## src/rtl/mul_share_arbiter_tainttrack.sv

```systemverilog
// Round-robin arbiter sharing one taint-tracked sequential multiplier between two
// requesters; every control decision folds its input taint into the _t outputs.
module mul_share_arbiter_tainttrack #(
  parameter int WIDTH = 4
) (
  input  logic                 clk,
  input  logic                 rst,
  input  logic                 req0,
  input  logic                 req1,
  input  logic                 req0_t,
  input  logic                 req1_t,
  input  logic [WIDTH-1:0]     a0,
  input  logic [WIDTH-1:0]     b0,
  input  logic [WIDTH-1:0]     a1,
  input  logic [WIDTH-1:0]     b1,
  input  logic [WIDTH-1:0]     a0_t,
  input  logic [WIDTH-1:0]     b0_t,
  input  logic [WIDTH-1:0]     a1_t,
  input  logic [WIDTH-1:0]     b1_t,
  output logic                 gnt0,
  output logic                 gnt1,
  output logic                 gnt_t,
  output logic [2*WIDTH-1:0]   res,
  output logic [2*WIDTH-1:0]   res_t,
  output logic                 res_valid0,
  output logic                 res_valid1,
  output logic                 res_valid_t,
  output logic                 mul_start,
  output logic                 mul_start_t,
  output logic [WIDTH-1:0]     mul_multiplier,
  output logic [WIDTH-1:0]     mul_multiplicand,
  output logic [WIDTH-1:0]     mul_multiplier_t,
  output logic [WIDTH-1:0]     mul_multiplicand_t,
  input  logic [2*WIDTH-1:0]   mul_product,
  input  logic [2*WIDTH-1:0]   mul_product_t,
  input  logic                 mul_done,
  input  logic                 mul_done_t
);

  // state  | meaning
  // IDLE   | arbitrate, grant and latch winner operands
  // ISSUE  | single-cycle start pulse to the multiplier
  // WAIT   | wait for done (first cycle ignores a stale done level)
  // RESP   | strobe result to owner, advance round-robin pointer
  typedef enum logic [1:0] {S_IDLE, S_ISSUE, S_WAIT, S_RESP} state_e;

  state_e               state_q, state_d;
  logic                 owner_q, owner_d;
  logic                 ptr_q, ptr_d;
  logic                 ptr_t_q, ptr_t_d;
  logic                 ct_q, ct_d;
  logic                 guard_q, guard_d;
  logic [WIDTH-1:0]     opa_q, opa_d, opb_q, opb_d;
  logic [WIDTH-1:0]     opa_t_q, opa_t_d, opb_t_q, opb_t_d;
  logic [2*WIDTH-1:0]   res_q, res_d, res_t_q, res_t_d;

  logic win1;
  logic grant_taint;

  assign res                = res_q;
  assign res_t              = res_t_q;
  assign mul_multiplier     = opa_q;
  assign mul_multiplicand   = opb_q;
  assign mul_multiplier_t   = opa_t_q;
  assign mul_multiplicand_t = opb_t_q;

  assign win1        = (req0 && req1) ? ptr_q : req1;
  assign grant_taint = req0_t | req1_t | ptr_t_q;

  always_comb begin
    state_d     = state_q;
    owner_d     = owner_q;
    ptr_d       = ptr_q;
    ptr_t_d     = ptr_t_q;
    ct_d        = ct_q;
    guard_d     = guard_q;
    opa_d       = opa_q;
    opb_d       = opb_q;
    opa_t_d     = opa_t_q;
    opb_t_d     = opb_t_q;
    res_d       = res_q;
    res_t_d     = res_t_q;
    gnt0        = 1'b0;
    gnt1        = 1'b0;
    gnt_t       = 1'b0;
    mul_start   = 1'b0;
    mul_start_t = 1'b0;
    res_valid0  = 1'b0;
    res_valid1  = 1'b0;
    res_valid_t = 1'b0;
    case (state_q)
      S_IDLE: begin
        if (req0 || req1) begin
          gnt0    = ~win1;
          gnt1    = win1;
          gnt_t   = grant_taint;
          owner_d = win1;
          opa_d   = win1 ? a1 : a0;
          opb_d   = win1 ? b1 : b0;
          opa_t_d = win1 ? a1_t : a0_t;
          opb_t_d = win1 ? b1_t : b0_t;
          ct_d    = grant_taint;
          state_d = S_ISSUE;
        end
      end
      S_ISSUE: begin
        mul_start   = 1'b1;
        mul_start_t = ct_q;
        guard_d     = 1'b1;
        state_d     = S_WAIT;
      end
      S_WAIT: begin
        guard_d = 1'b0;
        ct_d    = ct_q | mul_done_t;
        if (!guard_q && mul_done) begin
          res_d   = mul_product;
          res_t_d = mul_product_t | {(2*WIDTH){ct_q | mul_done_t}};
          state_d = S_RESP;
        end
      end
      S_RESP: begin
        res_valid0  = ~owner_q;
        res_valid1  = owner_q;
        res_valid_t = ct_q;
        ptr_d       = ~owner_q;
        ptr_t_d     = ct_q;
        state_d     = S_IDLE;
      end
      default: state_d = S_IDLE;
    endcase
    // Grants are combinational from the requests, so mask them while reset is held.
    if (!rst) begin
      gnt0  = 1'b0;
      gnt1  = 1'b0;
      gnt_t = 1'b0;
    end
  end

  always_ff @(posedge clk or negedge rst) begin
    if (!rst) begin
      state_q <= S_IDLE;
      owner_q <= 1'b0;
      ptr_q   <= 1'b0;
      ptr_t_q <= 1'b0;
      ct_q    <= 1'b0;
      guard_q <= 1'b0;
      opa_q   <= '0;
      opb_q   <= '0;
      opa_t_q <= '0;
      opb_t_q <= '0;
      res_q   <= '0;
      res_t_q <= '0;
    end else begin
      state_q <= state_d;
      owner_q <= owner_d;
      ptr_q   <= ptr_d;
      ptr_t_q <= ptr_t_d;
      ct_q    <= ct_d;
      guard_q <= guard_d;
      opa_q   <= opa_d;
      opb_q   <= opb_d;
      opa_t_q <= opa_t_d;
      opb_t_q <= opb_t_d;
      res_q   <= res_d;
      res_t_q <= res_t_d;
    end
  end

endmodule

```

## config.mk

```make
export PLATFORM = sky130hd
export DESIGN_NAME = mul_share_arbiter_tainttrack
export DESIGN_NICKNAME = d
export VERILOG_FILES = /design/src/rtl/mul_share_arbiter_tainttrack.sv
export SDC_FILE = /design/constraint.sdc
export NUM_CORES = 1
export LEC_CHECK = 0
export ABC_CLOCK_PERIOD_IN_PS = 2400
export BUFFER_PORTS_ARGS = -buffer_cell sky130_fd_sc_hd__buf_4
export CORE_ASPECT_RATIO = 0.75
export CORE_MARGIN = 5
export CORE_UTILIZATION = 48
export CTS_CLUSTER_SIZE = 12
export DETAILED_ROUTE_END_ITERATION = 10
export MAX_ROUTING_LAYER = met4
export PLACE_DENSITY = 0.84
export REMOVE_ABC_BUFFERS = 1
export SYNTH_ARGS = -nofsm -noshare
export SYNTH_HDL_FRONTEND = slang
export SYNTH_SLANG_ARGS = --single-unit
```

## constraint.sdc

```tcl
create_clock -name clk -period 2.4 [get_ports clk]
set_input_delay 0.36 -clock clk [delete_from_list [all_inputs] [get_ports clk]]
set_output_delay 0.36 -clock clk [all_outputs]
set_load 0.05 [all_outputs]
```

==> results.py, run 1 <==
metrics = {
    "status": {
        "run_status": "finished, final reports clean",
    },
    "sta": {
        "tns_ns": 0,
        "min_period_over_period_pct": 84.88,
        "finalCriticalPeriod_ns": 2.037,
        "hold_violations": 0,
        "fin_ws_ns": 0.3628,
        "setup-violations-final": 0,
        "rsz0062_at_grt": "no",
        "clock_skew_ns": 0.004309,
        "max-slew-margin-rel_pct": 58.99,
        "worst_slew_pin_slew_ns": 0.6151,
        "finalMaxSlewViolations": 0,
        "fmax_ghz": 0.4909,
    },
    "placement": {
        "preCtsSetupSlack_ns": 0.7102,
        "dpl-instance-area_mm2": 0.002564,
        "dp_hpwl_mm": 3.709,
        "gp_congestion": 0.8282,
        "io_buffers": 95,
    },
    "critical_path": {
        "worst_ep_required_time_ns": 2.04,
        "arrival_ns": 1.68,
        "critPathLaunchType": "flip-flop",
        "max_stage_delay_ns": 0.42,
        "end_kind": "output pin",
        "cp_max_fo": 7,
        "crit_type": "reg -> out",
        "path_cells": "inv_1, ha_1, o21a_1, nand2_1, nor2_1, buf_4",
        "slowest_stage": "dfrtp_1",
    },
    "power_and_ir_drop": {
        "ir_worst_vdd_mv": 0.9986,
        "leakage_uw": 0.001308,
        "power_density_mw_per_mm2": 1545,
    },
    "synthesis": {
        "synth_top_area_share_pct": 51.93,
        "synth-warning-count": 0,
        "syn_area_mm2": 0.001879,
        "ys_seq_elements": 39,
        "yosysUniqueCellTypes": 31,
        "syn_avg_cell_area_um2": 10.05,
        "synth_top_area_cell": "dfrtp_1",
        "yosys-top-cells-area": "dfrtp_1 52%, o21ai_0 6.1%, nor2_1 6.0%, a31oi_1 5.3%, nand3_1 4.3%",
        "synth_seq_area_share_pct": 51.93,
        "synth_cells": 187,
    },
    "floorplan": {
        "die_h_um": 64.19,
        "coreArea_mm2": 0.003709,
        "start_util_pct": 50.67,
        "dieArea_mm2": 0.005280,
        "die_w_um": 82.25,
        "rows": 19,
        "ioPinCount": 96,
    },
    "drt": {
        "routed_wl_mm": 4.840,
        "drtPass1Iterations": 4,
        "drc_errors": 0,
        "ant_nets": 0,
        "vias": 1682,
        "drt_iter0_markers": 66,
        "avgRoutedWirePerCell_um": 14.62,
        "routed_via_density": 5.082,
    },
    "clock_tree": {
        "root_buffer": "clkbuf_8",
        "cts_sinks": 39,
        "cts.path.max_buffers": 2,
        "cts_max_level": 2,
        "clkTransAtPathRegs_ns": 0.07,
        "cts_tree": "yes",
        "insertion_delay_ns": 0.29,
        "numCtsBuffers": 5,
    },
    "global_routing": {
        "grt_pass1_wl_mm": 7.569,
        "grt_start_max_net_pins": 37,
        "grt_use_total_pct": 19.27,
        "grt_antenna_before_repair": 0,
        "grt_pass1_vias": 1657,
        "overflow": 0,
    },
    "layout": {
        "design_area_mm2": 0.002655,
        "final_nets": 338,
        "diodes": 0,
        "drive_gt1_share_pct": 41.94,
        "areaGrowthSynthToFinish_pct": 41.28,
    },
    "flow_run": {
        "cap_violations": 0,
    },
    "min_path": {
        "hold_path.class": "in -> reg",
    },
}
stage by stage:
step           utilization [%]  hold WS, ns  total power [uW]  instances
6_report                 71.59       0.2943              4101        331
5_1_grt                  71.59       0.2898              4326        331
4_1_cts                  71.59       0.2868              4131        331
3_5_place_dp             69.13       0.1617              3696        322
3_3_place_gp             69.13       0.1609              3659        322
2_1_floorplan                -      0.06441              2897        173
worst paths after layout:
path                                 from                   to  slack [ns]  cells past startpoint
max                            state_q[0]                 gnt0        0.36                      6
min                        mul_product[0]               res[0]        0.29                      2
max reg2reg                    state_q[0]                 ct_q        0.71                      6
min reg2reg                      res_t[2]             res_t[2]        0.48                      2
max in group asynchronous             rst               res[7]        1.38                      3
min in group asynchronous             rst  mul_multiplicand[0]        0.40                      2
sequential cells by signal, indices dropped and copies added (netlist names):
name,cells
res,8
res_t,8
mul_multiplicand,4
mul_multiplicand_t,4
mul_multiplier,4
mul_multiplier_t,4
state_q,2
ct_q,1
guard_q,1
owner_q,1
ptr_q,1
ptr_t_q,1
kinds of logic after synthesis:
kind of cell | share of synthesized area, %
flops | 51.93
mux | 7.657
compound gates | 14.18
buf+inv | 6.790
fa+ha+maj | 2.663
simple gates | 16.78
report_power, final:
part	switching (uW)	leakage, uW	internal [uW]
logic	1700	0.000821	819
clock network	221	0.0000422	204
registers	176	0.000445	977
synth_stat cells:
library cell and number:
nand3_1 16, buf_2 1, buf_6 6, nand2_1 10
ha_1 4, o21a_1 1, nor2b_1 1, and3_1 1
mux2_2 7, mux2_4 3, o2bb2ai_1 1, nor3_1 1
and2_1 3, a31oi_1 16, and2b_4 1, nand2b_1 2
mux2i_1 2, a22oi_1 1, a21oi_1 1, dfrtp_1 39
inv_1 4, or2_2 1, o21ai_1 1, buf_4 2
inv_2 1, nor2_1 30, o22a_1 2, clkbuf_2 2
nand3b_4 1, clkbuf_1 3, o21ai_0 23
what timing repair did:
action                                 CTS  global route
resized for setup                        0             0
endpoints found under the hold margin    3             0
setup buffers                            0             0
hold buffers                             1             0
placed cells by master (no fill, tap or decap), types with 2 or more instances in the layout:
cell type and instances:
clkbuf_8 5, dfrtp_1 39, o22a_1 2, inv_1 4, nor2_1 30, a31oi_1 16
o21ai_0 23, nand2b_1 2, nand2_1 10, ha_1 4, and2_1 3, mux2_2 7
buf_4 97, mux2i_1 2, mux2_4 3, nand3_1 16, clkbuf_1 2
layer usage:
layer  vias up  GRT usage [%]  part of all wire (%)
met3         6          6.461                   8.5
met5         -              -                     0
met2        64          30.70                    45
met4         0          5.602                   1.7
met1       786          23.07                    44
li1        826              -                     -
area by class of cell:
class,count,area [um^2]
Sequential cell,39,975.9
Fill cell,299,1054
Tap cell,52,65.06
Inverter,5,18.77
Clock buffer,7,76.32
Timing Repair Buffer,98,738.2
Multi-Input combinational cell,129,775.7
Clock inverter,1,5.005
critical path: cells and delay by family (launching register included):
family / cells / cell delay [ns]
DFF: 1 / 0.42
AOI/OAI and AO/OA: 1 / 0.18
and+or+nand+nor: 2 / 0.19
buffers and inverters: 2 / 0.31
adders and majority gates: 1 / 0.29
(Power assumes the default switching activity.)
==> run 2, diff against run 1 <==
Settings changed: ABC_CLOCK_PERIOD_IN_PS 2400 to 1900, CORE_UTILIZATION 48 to 45, PLACE_DENSITY 0.84 to 0.79.
Clock period 2.4 ns to 1.9 ns, I/O delays scaled along.
==> results.py, run 2 (synthesized netlist as in run 1, its figures left out) <==
metrics = {
    "sta": {
        "max-slew-margin-rel_pct": 59.83,
        "worst_slew_pin_slew_ns": 0.6025,
        "clock_skew_ns": 0.004693,
        "hold_violations": 0,
        "setup-violations-final": 0,
        "min_period_over_period_pct": 94.46,
        "finalMaxSlewViolations": 0,
        "fin_ws_ns": 0.1052,
        "fmax_ghz": 0.5572,
        "finalCriticalPeriod_ns": 1.795,
        "rsz0062_at_grt": "no",
    },
    "placement": {
        "preCtsSetupSlack_ns": 0.2526,
        "dpl.cell_count": 326,
        "io_buffers": 95,
        "dpl-instance-area_mm2": 0.002575,
        "gp_congestion": 0.8262,
        "dp_hpwl_mm": 3.819,
    },
    "min_path": {
        "hold_path.class": "in -> reg",
        "hold_depth": 2,
    },
    "clock_tree": {
        "cts.path.max_buffers": 2,
        "cts_max_level": 2,
        "cts_sinks": 39,
        "clkTransAtPathRegs_ns": 0.07,
        "root_buffer": "clkbuf_8",
        "cts_tree": "yes",
        "insertion_delay_ns": 0.29,
        "numCtsBuffers": 5,
    },
    "layout": {
        "layout_common_cells": "97 x buf_4, 39 x dfrtp_1, 29 x nor2_1",
        "design_area_mm2": 0.002733,
        "diodes": 0,
        "fillers": 345,
        "area.sequential_um2": 975.9,
        "final_nets": 340,
        "fin_cells": 336,
        "fin_util_pct": 67.41,
        "multi_input_comb_area_um2": 790.8,
        "layout_commonest_cell": "buf_4",
        "drive_gt1_share_pct": 44.48,
        "areaGrowthSynthToFinish_pct": 45.41,
    },
    "global_routing": {
        "grt_antenna_before_repair": 0,
        "grt_pass1_vias": 1694,
        "grt_start_max_net_pins": 35,
        "grt_pass1_wl_mm": 8.480,
        "overflow": 0,
        "grt_use_total_pct": 20.02,
    },
    "floorplan": {
        "die_w_um": 84.62,
        "ioPinCount": 96,
        "coreArea_mm2": 0.004054,
        "start_util_pct": 46.36,
        "rows": 20,
        "die_h_um": 65.97,
        "dieArea_mm2": 0.005582,
    },
    "drt": {
        "avgRoutedWirePerCell_um": 15.10,
        "routed_wl_mm": 5.074,
        "drc_errors": 0,
        "routed_via_density": 5.048,
        "ant_nets": 0,
        "drtPass1Iterations": 4,
        "vias": 1696,
        "drt_iter0_markers": 84,
    },
    "critical_path": {
        "critPathLaunchType": "flip-flop",
        "arrival_ns": 1.51,
        "path_cells": "inv_2, ha_4, o21a_1, nand2_1, nor2_1, buf_4",
        "reg2regPathDepth": 4,
        "max_stage_delay_ns": 0.42,
        "worst_ep_required_time_ns": 1.62,
        "crit_type": "reg -> out",
        "path_delay_family": "flip-flops",
        "slowest_stage": "dfrtp_1",
        "end_kind": "output pin",
        "cp_max_fo": 7,
        "cp_num_buf_inv": 2,
        "worstSetupPathDepth": 6,
    },
    "status": {
        "run_status": "finished, final reports clean",
    },
    "power_and_ir_drop": {
        "leakage_uw": 0.001337,
        "p_seq_share_pct": 27.0,
        "swShare_pct": 49.57,
        "clkPwrFrac_pct": 13.3,
        "pwr-share-comb_pct": 59.7,
        "p_int_uw": 2732,
        "power_density_mw_per_mm2": 1982,
        "ir_worst_vdd_mv": 1.100,
        "power.switching_uw": 2685,
    },
    "flow_run": {
        "cap_violations": 0,
    },
}
-- run 2: cell types whose count changed in the layout (fill, tap and decap cells not counted), sizes merged --
cell    delta
clkbuf     -1
bufinv     +1
buf        +2
-- run 2: power by group through the flow --
stage          Combinational (uW)  Clock, uW  Sequential, uW
2_1_floorplan                1000          0            2660
3_3_place_gp                 3160          0            1470
3_5_place_dp                 3200          0            1480
4_1_cts                      3220        729            1460
5_1_grt                      3430        775            1520
6_report                     3230        719            1460
-- run 2: metrics by stage --
step | TNS, ns | total power, uW | hold WS, ns
finish | 0 | 5417 | 0.2208
global route | 0 | 5734 | 0.2130
CTS | 0 | 5407 | 0.2142
detailed placement | 0 | 4679 | 0.1788
global placement | 0 | 4622 | 0.1787
floorplan | -1.179 | 3660 | -0.01059
-- run 2: repair_timing --
action,CTS,global route
endpoints found under the hold margin,18,0
gates resized for setup,1,6
hold buffers,1,0
endpoints found under the setup margin,2,3
buffers inserted,0,1
-- run 2: path summary, 6_finish.rpt --
kind,endpoint,slack (ns),start
max,gnt_t,0.11,state_q[0]
min in group asynchronous,mul_multiplicand[0],0.38,rst
min reg2reg,res_t[2],0.48,res_t[2]
min,res[4],0.22,mul_product[4]
max in group asynchronous,res_t[6],1.00,rst
max reg2reg,res[7],0.26,state_q[0]
-- run 2: final cells by class --
| cell class | count | area share, % |
|---|---|---|
| Tap cell | 55 | 2.518 |
| Timing Repair Buffer | 100 | 27.84 |
| Sequential cell | 39 | 35.71 |
| Inverter | 5 | 0.6868 |
| Clock inverter | 2 | 1.282 |
| Multi-Input combinational cell | 129 | 28.94 |
| Clock buffer | 6 | 3.022 |
-- run 2: per-layer routing --
layer  global-route usage, %  wire, um  part of all wire, %
met2                   30.08      2287                   45
met5                       -         0                    0
met1                   25.14      2266                   45
met3                   5.355       327                  6.4
met4                   10.08       191                  3.8
